`src/rtl/simd_mac_pipelined_param.sv`:
```
// Pipelined multiply-accumulate built from LANE x LANE sub-multipliers: one wide
// FULL product, or NB isolated SIMD dot-product channels, with per-channel accumulators.
module simd_mac_pipelined_param #(
  parameter int LANE        = 9,
  parameter int NA          = 3,
  parameter int NB          = 2,
  parameter int PIPE_STAGES = 2,
  parameter int ACC_W       = 48
) (
  input  logic                   clk,
  input  logic                   reset,
  input  logic                   in_valid,
  output logic                   in_ready,
  input  logic [NA*NB*LANE-1:0]  a,
  input  logic [NA*NB*LANE-1:0]  b,
  input  logic                   a_sign,
  input  logic                   b_sign,
  input  logic                   mode,
  input  logic                   first,
  output logic                   out_valid,
  input  logic                   out_ready,
  output logic [NB*ACC_W-1:0]    result,
  output logic [NB-1:0]          overflow,
  output logic                   out_mode
);

  localparam int A_W  = NA * LANE;
  localparam int B_W  = NB * LANE;
  localparam int AB_W = A_W + B_W;
  localparam int NP   = NA * NB;
  localparam int PW   = 2 * LANE + 2;
  localparam int LAST = PIPE_STAGES - 1;

  // Handshake: a beat moves on an edge where valid and ready are both high;
  // every stage advances together on en_w, so a stalled output freezes the whole pipe.
  logic en_w;
  logic out_valid_q;

  assign en_w     = ~out_valid_q | out_ready;
  assign in_ready = en_w;

  function automatic logic [PW-1:0] lane_prod(input logic [LANE-1:0] x, input logic sx,
                                              input logic [LANE-1:0] y, input logic sy);
    logic signed [PW-1:0] xe;
    logic signed [PW-1:0] ye;
    xe = {{(PW-LANE){sx & x[LANE-1]}}, x};
    ye = {{(PW-LANE){sy & y[LANE-1]}}, y};
    return xe * ye;
  endfunction

  function automatic logic [ACC_W-1:0] ext_acc(input logic [PW-1:0] p);
    return {{(ACC_W-PW){p[PW-1]}}, p};
  endfunction

  function automatic logic [AB_W-1:0] ext_ab(input logic [PW-1:0] p);
    return {{(AB_W-PW){p[PW-1]}}, p};
  endfunction

  // Product m pairs A lane (m % NA) with B lane (m / NA) in FULL mode, and
  // lane m of both operands in SIMD mode, so channel j owns products j*NA .. j*NA+NA-1.
  logic [NP*PW-1:0] prod_d;

  always_comb begin
    prod_d = '0;
    for (int m = 0; m < NP; m++) begin
      if (mode)
        prod_d[m*PW +: PW] = lane_prod(a[m*LANE +: LANE], a_sign,
                                       b[m*LANE +: LANE], b_sign);
      else
        prod_d[m*PW +: PW] = lane_prod(a[(m % NA)*LANE +: LANE], a_sign & ((m % NA) == NA-1),
                                       b[(m / NA)*LANE +: LANE], b_sign & ((m / NA) == NB-1));
    end
  end

  logic [NP*PW-1:0]       prod_q [PIPE_STAGES];
  logic [PIPE_STAGES-1:0] pv_q;
  logic [PIPE_STAGES-1:0] pm_q;
  logic [PIPE_STAGES-1:0] ps_q;
  logic [PIPE_STAGES-1:0] pf_q;

  always_ff @(posedge clk or posedge reset) begin
    if (reset) begin
      pv_q <= '0;
      pm_q <= '0;
      ps_q <= '0;
      pf_q <= '0;
      for (int s = 0; s < PIPE_STAGES; s++) prod_q[s] <= '0;
    end else if (en_w) begin
      pv_q[0]   <= in_valid;
      pm_q[0]   <= mode;
      ps_q[0]   <= a_sign | b_sign;
      pf_q[0]   <= first;
      prod_q[0] <= prod_d;
      for (int s = 1; s < PIPE_STAGES; s++) begin
        pv_q[s]   <= pv_q[s-1];
        pm_q[s]   <= pm_q[s-1];
        ps_q[s]   <= ps_q[s-1];
        pf_q[s]   <= pf_q[s-1];
        prod_q[s] <= prod_q[s-1];
      end
    end
  end

  // Reduction: SIMD channels are summed separately in ACC_W so no carry crosses
  // channels; FULL shifts every partial product into one AB_W-bit product.
  logic [NB*ACC_W-1:0] sum_d;
  logic [ACC_W-1:0]    chan_w;
  logic [AB_W-1:0]     full_w;

  always_comb begin
    sum_d  = '0;
    chan_w = '0;
    full_w = '0;
    if (pm_q[LAST]) begin
      for (int j = 0; j < NB; j++) begin
        chan_w = '0;
        for (int i = 0; i < NA; i++)
          chan_w = chan_w + ext_acc(prod_q[LAST][(j*NA+i)*PW +: PW]);
        sum_d[j*ACC_W +: ACC_W] = chan_w;
      end
    end else begin
      for (int m = 0; m < NP; m++)
        full_w = full_w + (ext_ab(prod_q[LAST][m*PW +: PW]) << ((m % NA + m / NA) * LANE));
      sum_d[ACC_W-1:0] = {{(ACC_W-AB_W){ps_q[LAST] & full_w[AB_W-1]}}, full_w};
    end
  end

  logic                sv_q;
  logic                sm_q;
  logic                ss_q;
  logic                sf_q;
  logic [NB*ACC_W-1:0] sum_q;

  always_ff @(posedge clk or posedge reset) begin
    if (reset) begin
      sv_q  <= 1'b0;
      sm_q  <= 1'b0;
      ss_q  <= 1'b0;
      sf_q  <= 1'b0;
      sum_q <= '0;
    end else if (en_w) begin
      sv_q  <= pv_q[LAST];
      sm_q  <= pm_q[LAST];
      ss_q  <= ps_q[LAST];
      sf_q  <= pf_q[LAST];
      sum_q <= sum_d;
    end
  end

  // A beat reloads the accumulators when flagged first, when the mode changes,
  // or when it is the first beat to reach this stage since reset.
  logic                load_w;
  logic [ACC_W:0]      add_w;
  logic [ACC_W-1:0]    x_w;
  logic [ACC_W-1:0]    y_w;
  logic [NB*ACC_W-1:0] acc_d;
  logic [NB*ACC_W-1:0] acc_q;
  logic [NB-1:0]       ovf_d;
  logic [NB-1:0]       ovf_q;
  logic                out_mode_q;
  logic                seen_q;

  always_comb begin
    load_w = sf_q | ~seen_q | (sm_q != out_mode_q);
    acc_d  = acc_q;
    ovf_d  = ovf_q;
    add_w  = '0;
    x_w    = '0;
    y_w    = '0;
    for (int j = 0; j < NB; j++) begin
      x_w   = acc_q[j*ACC_W +: ACC_W];
      y_w   = sum_q[j*ACC_W +: ACC_W];
      add_w = {1'b0, x_w} + {1'b0, y_w};
      if (load_w) begin
        acc_d[j*ACC_W +: ACC_W] = y_w;
        ovf_d[j]                = 1'b0;
      end else begin
        acc_d[j*ACC_W +: ACC_W] = add_w[ACC_W-1:0];
        ovf_d[j] = ovf_q[j] | (ss_q ? ((x_w[ACC_W-1] == y_w[ACC_W-1]) &
                                       (add_w[ACC_W-1] != x_w[ACC_W-1]))
                                    : add_w[ACC_W]);
      end
    end
  end

  always_ff @(posedge clk or posedge reset) begin
    if (reset) begin
      out_valid_q <= 1'b0;
      acc_q       <= '0;
      ovf_q       <= '0;
      out_mode_q  <= 1'b0;
      seen_q      <= 1'b0;
    end else if (en_w) begin
      out_valid_q <= sv_q;
      if (sv_q) begin
        acc_q      <= acc_d;
        ovf_q      <= ovf_d;
        out_mode_q <= sm_q;
        seen_q     <= 1'b1;
      end
    end
  end

  assign out_valid = out_valid_q;
  assign result    = acc_q;
  assign overflow  = ovf_q;
  assign out_mode  = out_mode_q;

endmodule

```
`config.mk`:
```
export PLATFORM = sky130hd
export DESIGN_NAME = simd_mac_pipelined_param
export DESIGN_NICKNAME = d
export VERILOG_FILES = /design/src/rtl/simd_mac_pipelined_param.sv
export SDC_FILE = /design/constraint.sdc
export NUM_CORES = 2
export LEC_CHECK = 0
export ABC_AREA = 1
export CORE_ASPECT_RATIO = 1.2
export CORE_MARGIN = 4
export CORE_UTILIZATION = 55
export CTS_CLUSTER_DIAMETER = 200
export DETAILED_ROUTE_END_ITERATION = 8
export PLACE_DENSITY_LB_ADDON = 0.08
export SLEW_MARGIN = 20
export SYNTH_ARGS = -nofsm -noshare
export SYNTH_HDL_FRONTEND = slang
export SYNTH_SLANG_ARGS = --single-unit
```
`constraint.sdc`:
```
create_clock -name clk -period 15.4 [get_ports clk]
set_clock_uncertainty 0.15 [all_clocks]
set_input_delay 3.08 -clock clk [delete_from_list [all_inputs] [get_ports clk]]
set_output_delay 3.08 -clock clk [all_outputs]
set_load 0.01 [all_outputs]
```
==> results_dict.tcl <==
set metrics [dict create \
    grtUsageMet1 0.430 \
    cts.reportedPaths.clkPinSlew_ns 0.06 \
    layout_min_cycle_time_ns 9.32 \
    synthesis.area_um2 72900 \
    reg2reg_to "sum_q[41]$_DFFE_PP0N_" \
    cp-startpoint "a_sign" \
    cp-start-kind "primary input" \
    crit_arrival_ns 9.69 \
    drv_cap 0 \
    drive_gt1_frac 0.0263 \
    clock-sinks 421 \
    clockBufferDepth 3 \
    root_buffer "clkbuf_16" \
    die_area_um2 138000 \
    cts_tree "done" \
    final_common_cell "nand2_1" \
    die_h_um 407 \
    post_cts_buffers 0 \
    drt_iter0_drc 4395 \
    synthCells 9725 \
    use_met2 0.583 \
    min_path_cells 2 \
    gr-max-usage-layer "met2" \
    hold_start "prod_q[225]$_DFFE_PP0N_" \
    syn_area_per_cell_um2 7.49 \
    fin_area_um2 78300 \
    path_class "in2reg" \
    hold_viol 0 \
    required_ns 15.77 \
    wire_per_inst_um 20.2 \
    clock_latency_ns 0.65 \
    slew_headroom 0.191 \
    htreeDepth 2 \
    synth_area_leaders "fa_1 (28%), dfrtp_1 (14%), ha_1 (13%)" \
    yosysWarnings 0 \
    tns_ns 0 \
    rows 146 \
    final_cells 11600 \
    endpoint_kind "flop" \
    grt_pass1_vias 64700 \
    synth_nets 11600 \
    status "finished, final reports clean" \
    async_flop_share 1.00 \
    vias 63200 \
    synth_cell_types 55 \
    dr.pass1.iters 6 \
    grt_util_met3 0.0292 \
    grt_max_degree 162 \
    nFillCells 12700 \
    fp.dieW_um 340 \
    drc 0 \
    worst_pin_slew_ns 1.21 \
    cts_resized 0 \
    detailed_place_hpwl_mm 190 \
    hold_end "prod_q[105]$_DFFE_PP0N_" \
    port_buffers 216 \
    fmax_mhz 107 \
    globalRouteOverflowTotal 0 \
    dpl.cell_count 11500 \
    maxSlewViolCount 0 \
    io_pins 217 \
    drt_wl_total_mm 233 \
    syn2layout_area_growth_pct 7.39 \
    r2r-start "prod_q[19]$_DFFE_PP0N_" \
    antenna_cells 0 \
    synth_flop_cell "dfrtp_1" \
    synth_edf_count 0 \
    synth_seq_area_share 0.145 \
    antenna_found_initial 5 \
    hold_class "reg2reg" \
    holdBufCountCts 0 \
    coreArea_um2 132000 \
    grt_pass1_wl_mm 365 \
    place_area_um2 76600 \
    cp_max_fo 23 \
    ys_ff_latch 421 \
    reg2reg_slack_ns 9.26 \
    synth_top_area_frac 0.276 \
    globalplace.congestion 1.09 \
    reg2reg_depth 26 \
    final-setup-viol-count 0 \
    synth_top_area_cell "fa_1" \
    hold_slack_ns 0.274 \
    grt_use_total 0.338 \
    drtAntennaViolNets 0 \
    cts_inserted_buffers 50 \
    min_period_over_period 0.605 \
    layout_common_cells "nand2_1 (2419), inv_1 (2097), fa_1 (1005)" \
    nets 11600 \
    start_util 0.553 \
    vias_per_cell 5.47 \
    rsz0062_at_grt "no" \
]
==> metal layers <==
| layer | part of all wire | wire, um | vias to the layer above |
|---|---|---|---|
| li1 | - | - | 29900 |
| met1 | 0.41 | 94500 | 30800 |
| met2 | 0.48 | 112000 | 1992 |
| met3 | 0.051 | 11900 | 510 |
| met4 | 0.061 | 14100 | 2 |
| met5 | 0.000056 | 13 | - |
==> metrics by stage <==
stage,setup slack (ns),util
2_1_floorplan,0.450,-
3_3_place_gp,5.61,0.581
3_5_place_dp,5.46,0.581
4_1_cts,6.12,0.593
5_1_grt,5.81,0.593
6_report,6.08,0.593
==> sequential cells by signal, summed over array words and instances (netlist names) <==
name and count:
sv_q 1, sf_q 1, overflow 2, out_mode 1
result 96, ss_q 1, prod_q 240, pv_q 2
pf_q 2, out_valid 1, pm_q 2, sm_q 1
ps_q 2, seen_q 1, sum_q 68
==> synthesized netlist by cell type, types with 3 or more instances <==
cell type and n:
o211ai_1 45, inv_2 3, or2_1 5, nand3_1 336, a21boi_0 12, o221ai_1 7
o21ai_1 8, buf_2 25, xor2_1 102, a21o_1 30, a21oi_1 612, nand3b_1 6
nor2_1 571, nand2_2 5, a211oi_1 14, dfrtp_1 421, o21a_1 26, nor3_1 61
clkinv_1 3, a22oi_1 6, nor2_2 3, fa_1 1005, and3_1 6, buf_1 58
ha_1 757, o21bai_1 60, and2_1 5, nand4_1 53, a32oi_1 3, or2_2 54
nand2_1 2419, nor4_1 9, a22oi_2 17, clkbuf_1 236, o22ai_1 13, a31oi_1 56
o21ai_0 453, o31ai_1 6, xnor2_1 86, inv_1 2101, a21oi_2 6
==> critical path: stages <==
cell and delay (ns):
clkdlybuf4s50_1 0.45, buf_4 0.41, nand2_1 0.63, nor2_1 0.50, fa_1 0.56, fa_1 0.61, inv_1 0.12, fa_1 0.54
inv_1 0.05, fa_1 0.48, inv_1 0.05, fa_1 0.47, inv_1 0.05, ha_1 0.36, inv_1 0.09, nor3_1 0.36
nand4_1 0.19, nor3b_1 0.23, nor3b_1 0.09, or2_0 0.20, nand3_1 0.06, nand3_1 0.07
==> logic make-up after synthesis <==
family                   synth area share
AO/OA/AOI/OAI                       0.106
XOR/XNOR                           0.0226
adder cells (fa/ha/maj)             0.406
buffers and inverters               0.126
flip-flops                          0.145
AND/OR/NAND/NOR                     0.195
==> cell type report <==
| cell class | instances | area, um2 | area share |
|---|---|---|---|
| tap | 1776 | 2220 | 0.0284 |
| sequential | 421 | 10500 | 0.135 |
| clock buffer | 69 | 1410 | 0.0181 |
| multi-input combinational | 6876 | 53200 | 0.680 |
| inverter | 2107 | 7920 | 0.101 |
| timing repair buffer | 285 | 2680 | 0.0342 |
| clock inverter | 22 | 289 | 0.00369 |
==> worst max path at each step <==
stage / cells after the start / to / slack, ns
2_1_floorplan: 1 / out_mode$_DFFE_PP0P_ / 0.45
6_report: 22 / prod_q[179]$_DFFE_PP0N_ / 6.08
3_5_place_dp: 22 / prod_q[179]$_DFFE_PP0N_ / 5.46
4_1_cts: 22 / prod_q[179]$_DFFE_PP0N_ / 6.12
5_1_grt: 22 / prod_q[179]$_DFFE_PP0N_ / 5.81
3_3_place_gp: 22 / prod_q[179]$_DFFE_PP0N_ / 5.61
Power is left out: the tool's default activity adds up to more than one toggle a clock period on the data nets, which glitch-free logic cannot reach.
